## src/rtl/alu_result_display_if.sv

```systemverilog
// Signal bundle between the ALU output stage and the seven-segment display driver.
// The master drives the capture/blank controls and the slave drives the display pins.
interface alu_result_display_if;
    logic [15:0] value;
    logic        cout_in;
    logic        zero_in;
    logic        load;
    logic        blank;
    logic [3:0]  an;
    logic [6:0]  seg;
    logic        dp;
    logic [1:0]  digit_idx;

    modport master (
        output value, cout_in, zero_in, load, blank,
        input  an, seg, dp, digit_idx
    );

    modport slave (
        input  value, cout_in, zero_in, load, blank,
        output an, seg, dp, digit_idx
    );
endinterface

```

## src/rtl/alu_result_display.sv

```systemverilog
// Holds the ALU result and flags, then scans them as four hex digits on a common-anode display.
// an/seg/dp lag the scan state by one cycle, digit_idx has no lag, and there is no backpressure.
module alu_result_display #(
    parameter int REFRESH_DIV = 100000,
    parameter int GUARD       = 4,
    parameter int LZ_BLANK    = 1
) (
    input  logic                 clk,
    input  logic                 rst,
    alu_result_display_if.slave  bus
);
    localparam int              CW        = $clog2(REFRESH_DIV);
    localparam logic [CW-1:0]   CNT_LAST  = CW'(REFRESH_DIV - 1);
    localparam logic [CW-1:0]   CNT_GUARD = CW'(GUARD);

    logic [CW-1:0] cnt;
    logic [1:0]    digit_idx;
    logic [15:0]   hv;
    logic          hc;
    logic          hz;
    logic [3:0]    an_q;
    logic [6:0]    seg_q;
    logic          dp_q;

    logic [3:0]    nib;
    logic          lz_hide;
    logic [6:0]    seg_nxt;
    logic [3:0]    an_nxt;
    logic          dp_nxt;

    function automatic logic [6:0] hex7(input logic [3:0] d);
        logic [6:0] s;
        case (d)
            4'h0:    s = 7'h40;
            4'h1:    s = 7'h79;
            4'h2:    s = 7'h24;
            4'h3:    s = 7'h30;
            4'h4:    s = 7'h19;
            4'h5:    s = 7'h12;
            4'h6:    s = 7'h02;
            4'h7:    s = 7'h78;
            4'h8:    s = 7'h00;
            4'h9:    s = 7'h10;
            4'hA:    s = 7'h08;
            4'hB:    s = 7'h03;
            4'hC:    s = 7'h46;
            4'hD:    s = 7'h21;
            4'hE:    s = 7'h06;
            default: s = 7'h0E;
        endcase
        return s;
    endfunction

    always_comb begin
        nib     = hv[{digit_idx, 2'b00} +: 4];
        // A digit is hidden when it and every digit to its left are zero.
        lz_hide = (LZ_BLANK != 0) && (digit_idx != 2'd0)
                  && ((hv >> {digit_idx, 2'b00}) == 16'd0);
        seg_nxt = lz_hide ? 7'h7F : hex7(nib);
        an_nxt  = (bus.blank || (cnt < CNT_GUARD)) ? 4'hF : ~(4'b0001 << digit_idx);
        dp_nxt  = !(((digit_idx == 2'd0) && hc) || ((digit_idx == 2'd3) && hz));
    end

    always_ff @(posedge clk) begin
        if (rst) begin
            cnt       <= '0;
            digit_idx <= 2'd0;
            hv        <= 16'd0;
            hc        <= 1'b0;
            hz        <= 1'b0;
            an_q      <= 4'hF;
            seg_q     <= 7'h7F;
            dp_q      <= 1'b1;
        end else begin
            if (bus.load) begin
                hv <= bus.value;
                hc <= bus.cout_in;
                hz <= bus.zero_in;
            end
            if (cnt == CNT_LAST) begin
                cnt       <= '0;
                digit_idx <= digit_idx + 2'd1;
            end else begin
                cnt <= cnt + 1'b1;
            end
            an_q  <= an_nxt;
            seg_q <= seg_nxt;
            dp_q  <= dp_nxt;
        end
    end

    assign bus.an        = an_q;
    assign bus.seg       = seg_q;
    assign bus.dp        = dp_q;
    assign bus.digit_idx = digit_idx;
endmodule

```

## src/flat_wrapper.sv

```systemverilog
// flat-port wrapper written by rule: the top's interface ports become plain ports
module alu_result_display_flat 
#(
    parameter int REFRESH_DIV = 100000,
    parameter int GUARD       = 4,
    parameter int LZ_BLANK    = 1
)
  (clk, rst, bus_value, bus_cout_in, bus_zero_in, bus_load, bus_blank, bus_an, bus_seg, bus_dp, bus_digit_idx);
  alu_result_display_if bus_i ();
  input  logic clk;
  input  logic rst;
  input wire logic [$bits(bus_i.value)-1:0] bus_value;
  input wire logic [$bits(bus_i.cout_in)-1:0] bus_cout_in;
  input wire logic [$bits(bus_i.zero_in)-1:0] bus_zero_in;
  input wire logic [$bits(bus_i.load)-1:0] bus_load;
  input wire logic [$bits(bus_i.blank)-1:0] bus_blank;
  output wire logic [$bits(bus_i.an)-1:0] bus_an;
  output wire logic [$bits(bus_i.seg)-1:0] bus_seg;
  output wire logic [$bits(bus_i.dp)-1:0] bus_dp;
  output wire logic [$bits(bus_i.digit_idx)-1:0] bus_digit_idx;
  assign bus_i.value = bus_value;
  assign bus_i.cout_in = bus_cout_in;
  assign bus_i.zero_in = bus_zero_in;
  assign bus_i.load = bus_load;
  assign bus_i.blank = bus_blank;
  assign bus_an = bus_i.an;
  assign bus_seg = bus_i.seg;
  assign bus_dp = bus_i.dp;
  assign bus_digit_idx = bus_i.digit_idx;
  alu_result_display #(.REFRESH_DIV(REFRESH_DIV), .GUARD(GUARD), .LZ_BLANK(LZ_BLANK)) u_core (.clk(clk), .rst(rst), .bus(bus_i));
endmodule
```

## config.mk

```make
export PLATFORM = sky130hd
export DESIGN_NAME = alu_result_display_flat
export DESIGN_NICKNAME = d
export VERILOG_FILES = /design/src/rtl/alu_result_display_if.sv /design/src/rtl/alu_result_display.sv /design/src/flat_wrapper.sv
export SDC_FILE = /design/constraint.sdc
export NUM_CORES = 1
export LEC_CHECK = 0
export CAP_MARGIN = 20
export CORE_MARGIN = 1.5
export CORE_UTILIZATION = 30
export DETAILED_ROUTE_END_ITERATION = 10
export DONT_BUFFER_PORTS = 1
export PLACE_DENSITY = 0.46
export SLEW_MARGIN = 0
export SYNTH_ARGS = -nofsm -noshare
export SYNTH_HDL_FRONTEND = slang
export SYNTH_SLANG_ARGS = --single-unit
export TNS_END_PERCENT = 50
```

## constraint.sdc

```tcl
create_clock -name clk -period 4.39 [get_ports clk]
set_input_delay 0.6585 -clock clk [delete_from_list [all_inputs] [get_ports clk]]
set_output_delay 0.6585 -clock clk [all_outputs]
set_load 0.01 [all_outputs]
```

==> results of run 1 <==
==> power by group through the flow <==
| stage | sequential [mW] | clock [mW] | combinational, mW |
|---|---|---|---|
| detailed placement | 0.491 | 0 | 0.0613 |
| CTS | 0.481 | 0.348 | 0.0616 |
| floorplan | 0.485 | 0 | 0.0589 |
| global placement | 0.491 | 0 | 0.0611 |
| global route | 0.483 | 0.366 | 0.0696 |
| finish | 0.480 | 0.336 | 0.0606 |
==> worst max path at each step <==
stage	startpoint	to	slack, ps	cells after the start
3_5_place_dp	u_core.bus.digit_idx[0]	u_core.bus.seg[5]	1330	7
3_3_place_gp	u_core.bus.digit_idx[0]	u_core.bus.seg[5]	1420	7
5_1_grt	u_core.bus.digit_idx[0]	u_core.bus.seg[5]	960	7
2_1_floorplan	u_core.bus.digit_idx[0]	u_core.bus.seg[5]	1640	8
4_1_cts	u_core.bus.digit_idx[0]	u_core.bus.seg[5]	1300	7
6_report	u_core.bus.digit_idx[0]	u_core.bus.seg[5]	1350	7
==> layer usage <==
layer	track usage (%)	vias up	part of all wire, %
met3	4.15	4	6.2
met4	4.76	0	1.1
met1	16.3	774	49
li1	-	831	-
met2	18.8	47	44
met5	0	-	0
==> kinds of logic after synthesis <==
kind of cell	after synthesis
XOR/XNOR	13
buffers and inverters	20
multiplexers	27
AO/OA/AOI/OAI	22
adder cells (fa/ha/maj)	10
flip-flops	49
AND/OR/NAND/NOR	94
==> stage by stage <==
step / instance area (sq um) / hold WS, ps
detailed placement: 2360 / 452
CTS: 2480 / 403
global placement: 2360 / 448
finish: 2480 / 417
floorplan: 2270 / 430
global route: 2480 / 398
==> cell usage in the layout, fill, tap and decap left out, drive strengths merged, types with 2 or more instances in the layout <==
cell / count
dfxtp: 49
nor2: 40
mux2i: 20
nand2: 12
inv: 11
xnor2: 10
ha: 10
nor3: 8
nor4: 8
nand3: 7
clkbuf: 7
mux4: 5
a21oi: 4
o21ai: 4
or4: 3
xor2: 3
nand4: 3
or2: 3
and4: 2
nand3b: 2
or3: 2
o31ai: 2
mux2: 2
a22oi: 2
==> synth_stat cells, types with 5 or more instances <==
| library cell | count |
|---|---|
| nand2_1 | 12 |
| nor2_1 | 40 |
| nor4_1 | 8 |
| inv_1 | 11 |
| mux4_2 | 5 |
| xnor2_1 | 10 |
| ha_1 | 10 |
| mux2i_1 | 20 |
| buf_2 | 5 |
| dfxtp_1 | 49 |
| nor3_1 | 8 |
| nand3_1 | 6 |
==> registers in the layout (all words and copies together), names as in the netlist <==
| name | cells |
|---|---|
| u_core.bus.seg | 7 |
| u_core.cnt | 17 |
| u_core.hc | 1 |
| u_core.bus.dp | 1 |
| u_core.hv | 16 |
| u_core.bus.digit_idx | 2 |
| u_core.hz | 1 |
| u_core.bus.an | 4 |
==> area by class of cell <==
| class | instances | area, sq um | area share, % |
|---|---|---|---|
| inverter | 11 | 41.3 | 1.66 |
| timing repair buffer | 1 | 7.51 | 0.303 |
| multi-input combinational | 166 | 1210 | 48.8 |
| sequential | 49 | 981 | 39.6 |
| tap | 99 | 124 | 4.99 |
| clock buffer | 7 | 86.3 | 3.48 |
| clock inverter | 1 | 30.0 | 1.21 |
==> metrics, run 1 <==
status=completed; Worst path slowest cell=o311ai_1; ratio of cells with drive above 1 in the final layout=under 10%; unrepaired setup endpoints after global routing=no; Area Growth Syn to Fin=9.08%; leading post-synthesis cells by cell area=dfxtp_1 (43%), mux2i_1 (8.8%), nor2_1 (6.6%); yosys warns=0; pin count of the biggest net entering global routing=24; DRC viols=0; total wire length=a little under 5 mm; end of the worst hold path=u_core.cnt[4]; critical path capture point type=flop; first-pass GRT wire length=around 8.1 mm; Tot GR Track Use=about an eighth; part of the power in combinational logic=6.9%; final period utilization=69.2%; final net count=roughly 270; Compound-Gate Fraction of Synth Area=under 10%; post-synthesis mux area share=between 10% and 20%; synth unique cells=44; switching power=0.196 mW; critical path class=flop to flop; die height=90.1 um; Top Ports=36; total clock sinks=49; vias after detailed routing=~1.7k; share of power burned in registers=54.8%; Worst Hold Path Cells=1; syn_nets=267; CP peak stage delay=780 ps; sequential cell area fraction in the yosys report=a little over two fifths; number of flops mapped to enable cells by yosys=0; via count of the first global-routing pass=1602; initial antenna violation count=0; crit start category=flop; deepest clock path buffer count=2; total CTS buffers=5; Reg2Reg Setup Slack=1350 ps; post-synthesis xor/xnor area fraction=5.01%; Hold Crit Start=rst; Detailed Place HPWL=3.65 mm; max-cap viol count=0; grt total ovfl=0; clock power share=38.3%; predominant post-synthesis flop cell=dfxtp_1; placed insts=326; Avg Cell Area, Syn=9.67 sq um; FP Rows=31; DIE AREA=8110 sq um; Worst Max-Slew Pin Slew=866 ps; post-route ant nets=0; min Tclk post-route=3040 ps; Critical Path RT=around 4600 ps; Post-CTS Setup Inserts=0; Max IR drop VDD=116 uV; PwrDens=354 nW/um^2; cell accounting for the most synthesized area=dfxtp_1; PortBufs=0; Final Hold Vio Count=0; Final Skew=roughly 9.3 ps; post-route setup TNS=0 ps; CP Cell Sequence=mux4_2, inv_1, ha_1, nor4b_1, o21ai_0, o311ai_1, or2_2; Filler cells=783; Core ar.=approximately 7300 sq um; # hold bufs at CTS=0; Ant. Diodes=0; Initial Util=a little under a third; largest family of logic cells by synthesized area=simple AND/OR/NAND/NOR gates; Final Non-Filler Cells=334; top-area cell type share of the netlist area=43.1%; fmax=approximately 330 MHz; # setup viols final=0; Post-Syn Area=approximately 2300 sq um; CP top delay family=compound AO/OA/AOI/OAI gates; DR pass1 iterations=4; clk root buf=clkbuf_8; Hold Crit Class=primary input to flop; Worst Path Arrival=3290 ps; Synth Area in Adders=5.50%; Via density=4.96; Power Total=between 0.8 and 0.9 mW; Setup WS pre-CTS=about 1300 ps; P_leak=0.924 nW; H-tree depth=2; worst r2r path cells=7; Worst slew margin=about two fifths; setup ws final=1350 ps; Final Max Tran Viols=0; CTS resizes=0; Skew-Pair Late Insertion Delay=roughly 300 ps; GP Congestion=0.747; Int Pwr=0.681 mW; reg2reg start=u_core.bus.digit_idx[0]; reg2reg end=u_core.bus.seg[5]; Reg clk slew, reported paths=90 ps; Starting DRT DRC Count=69; Switching Share=22.4%; Syn Inst Count=around 240; Post-synth ARST share=0%; final core utilization=about a third; number of synthesized register bits=49; Die X=90.1 um; Synth Area in Simple Gates=21.0%; crit-path max FO=7; Avg WL per Cell=~15 um; CTS tree=yes; Buf+Inv Stages, Crit Path=1
(Power assumes the default switching activity.)
==> inputs of run 2 (changes only) <==
Settings changed: PLACE_DENSITY 0.46 to 0.47.
Clock period 4.39 ns to 2.7 ns, I/O delays scaled along.
==> metrics, run 2 (synthesis gave the netlist of run 1 again) <==
status=completed (unchanged); Starting DRT DRC Count=66 (was 69); post-route ant nets=0 (unchanged); Power Total=1.50 mW (was 0.877 mW); critical path class=flop to flop (unchanged); Worst path depth=7 (unchanged); commonest non-fill, non-tap cell in the layout=dfxtp_1 (unchanged); Initial Util=31.2% (unchanged); max-cap viol count=0 (unchanged); CP peak stage delay=540 ps (was 780 ps); ratio of cells with drive above 1 in the final layout=12.2% (was 9.36%); crit path from=u_core.bus.digit_idx[0] (unchanged); final instance area=2540 sq um (was 2480 sq um); Die X=90.1 um (unchanged); total wire length=4.76 mm (was 4.87 mm); Worst Max-Slew Pin Slew=659 ps (was 866 ps); crit-path max FO=7 (unchanged); Hold Crit Class=primary input to flop (unchanged); Reg clk slew, reported paths=100 ps (was 90 ps); clk root buf=clkbuf_8 (unchanged); post-route setup TNS=0 ps (unchanged); Final Skew=6.56 ps (was 9.33 ps); Final Max Tran Viols=0 (unchanged); die height=90.1 um (unchanged); reg2reg end=u_core.bus.seg[4] (was u_core.bus.seg[5]); Final Hold Vio Count=0 (unchanged); Top Ports=36 (unchanged); Tot GR Track Use=13.0% (was 12.4%); placed insts=329 (was 326); GP Congestion=0.827 (was 0.747); PwrDens=590 nW/um^2 (was 354 nW/um^2); Worst Path Arrival=2630 ps (was 3290 ps); final core utilization=34.9% (was 34.0%); Worst path slowest cell=mux4_2 (was o311ai_1); P_leak=0.960 nW (was 0.924 nW); DR pass1 iterations=4 (unchanged); H-tree depth=2 (unchanged); PortBufs=0 (unchanged); CTS tree=yes (unchanged); Via density=4.86 (was 4.96); Worst Hold Path Cells=1 (unchanged); total clock sinks=49 (unchanged); Skew-Pair Late Insertion Delay=310 ps (was 300 ps); Worst slew margin=56.1% (was 41.3%); Multi-input gate area=1230 sq um (was 1210 sq um); Reg2Reg Setup Slack=320 ps (was 1350 ps); Buf+Inv Stages, Crit Path=1 (unchanged); Max IR drop VDD=219 uV (was 116 uV); fmax=420 MHz (was 329 MHz); grt total ovfl=0 (unchanged); final period utilization=88.2% (was 69.2%); CP top delay family=compound AO/OA/AOI/OAI gates (unchanged); DRC viols=0 (unchanged); most frequent cells in the layout=dfxtp_1 (48), nor2_1 (40), mux2i_1 (20) (was dfxtp_1 (49), nor2_1 (40), mux2i_1 (20)); Final Non-Filler Cells=337 (was 334); register with the most flip-flops=u_core.cnt (unchanged); Ant. Diodes=0 (unchanged); Worst Setup EP=u_core.bus.seg[4] (was u_core.bus.seg[5]); crit start category=flop (unchanged); reg2reg start=u_core.bus.digit_idx[0] (unchanged); pin count of the biggest net entering global routing=24 (unchanged); Area Growth Syn to Fin=11.9% (was 9.08%); first-pass GRT wire length=8.43 mm (was 8.11 mm); unrepaired setup endpoints after global routing=no (unchanged); critical path capture point type=flop (unchanged); Post-DP Area=2390 sq um (was 2360 sq um); deepest clock path buffer count=2 (unchanged); CP Cell Sequence=mux4_2, inv_1, ha_1, nor4b_2, o21ai_0, o311ai_4, or3_1 (was mux4_2, inv_1, ha_1, nor4b_1, o21ai_0, o311ai_1, or2_2); Avg WL per Cell=14.1 um (was 14.6 um); initial antenna violation count=0 (unchanged); worst r2r path cells=7 (unchanged); FP Rows=31 (unchanged); total CTS buffers=5 (unchanged); DIE AREA=8110 sq um (unchanged); # setup viols final=0 (unchanged); Largest register FFs=17 (unchanged); Detailed Place HPWL=3.63 mm (was 3.65 mm); vias after detailed routing=1638 (was 1656); Filler cells=802 (was 783); flip-flop and latch area=982 sq um (was 981 sq um); min Tclk post-route=2380 ps (was 3040 ps); Critical Path RT=2950 ps (was 4640 ps); Core ar.=7290 sq um (unchanged); final net count=269 (was 266); via count of the first global-routing pass=1654 (was 1602)
-- run 2: power by group --
| group | total (mW) | internal, mW | switching (mW) |
|---|---|---|---|
| Clock | 0.618 | 0.368 | 0.250 |
| Sequential | 0.781 | 0.753 | 0.0278 |
| Combinational | 0.104 | 0.0549 | 0.0491 |
-- run 2: worst min path at each step --
stage | slack (ps) | startpoint | to
after detailed placement | 460 | u_core.cnt[0] | u_core.cnt[0]
after CTS | 150 | rst | u_core.bus.digit_idx[1]
after floorplan | 430 | u_core.cnt[0] | u_core.cnt[0]
final | 160 | rst | u_core.bus.digit_idx[1]
after global routing | 140 | rst | u_core.hz
after global placement | 450 | u_core.cnt[0] | u_core.cnt[0]
-- run 2: layer usage --
| metal | routed length, um | up-vias | GRT usage, % |
|---|---|---|---|
| li1 | - | 834 | - |
| met2 | 2160 | 26 | 20.0 |
| met5 | 0 | - | 0 |
| met4 | 70 | 0 | 4.37 |
| met1 | 2360 | 772 | 17.5 |
| met3 | 162 | 6 | 3.55 |
-- run 2: worst reg2reg max path, delay by kind of cell (launching register included) --
kind / cells / cell delay (ps)
compound gates: 2 / 630
fa+ha+maj: 1 / 210
buf+inv: 1 / 120
flops: 1 / 420
mux: 1 / 540
simple gates: 2 / 420
-- run 2: cell type report --
class / instances / area share [%]
multi-input cells: 166 / 48.5
flip-flops and latches: 49 / 38.6
well taps: 99 / 4.87
clock buffers: 5 / 2.70
clock inverters: 3 / 2.56
inverters: 11 / 1.62
repair buffers: 4 / 1.18
-- run 2: repair_timing --
item                       4_1_cts  5_1_grt
gates resized for setup          0        3
hold buffers                     0        0
setup buffers                    0        0
setup endpoints to repair        0        7
-- run 2: stage by stage --
step / worst slack [ps] / hold WS (ps)
6_report: 317 / 158
3_5_place_dp: 21.4 / 461
5_1_grt: 106 / 142
2_1_floorplan: 48.4 / 430
4_1_cts: 2.82 / 150
3_3_place_gp: 86.5 / 448
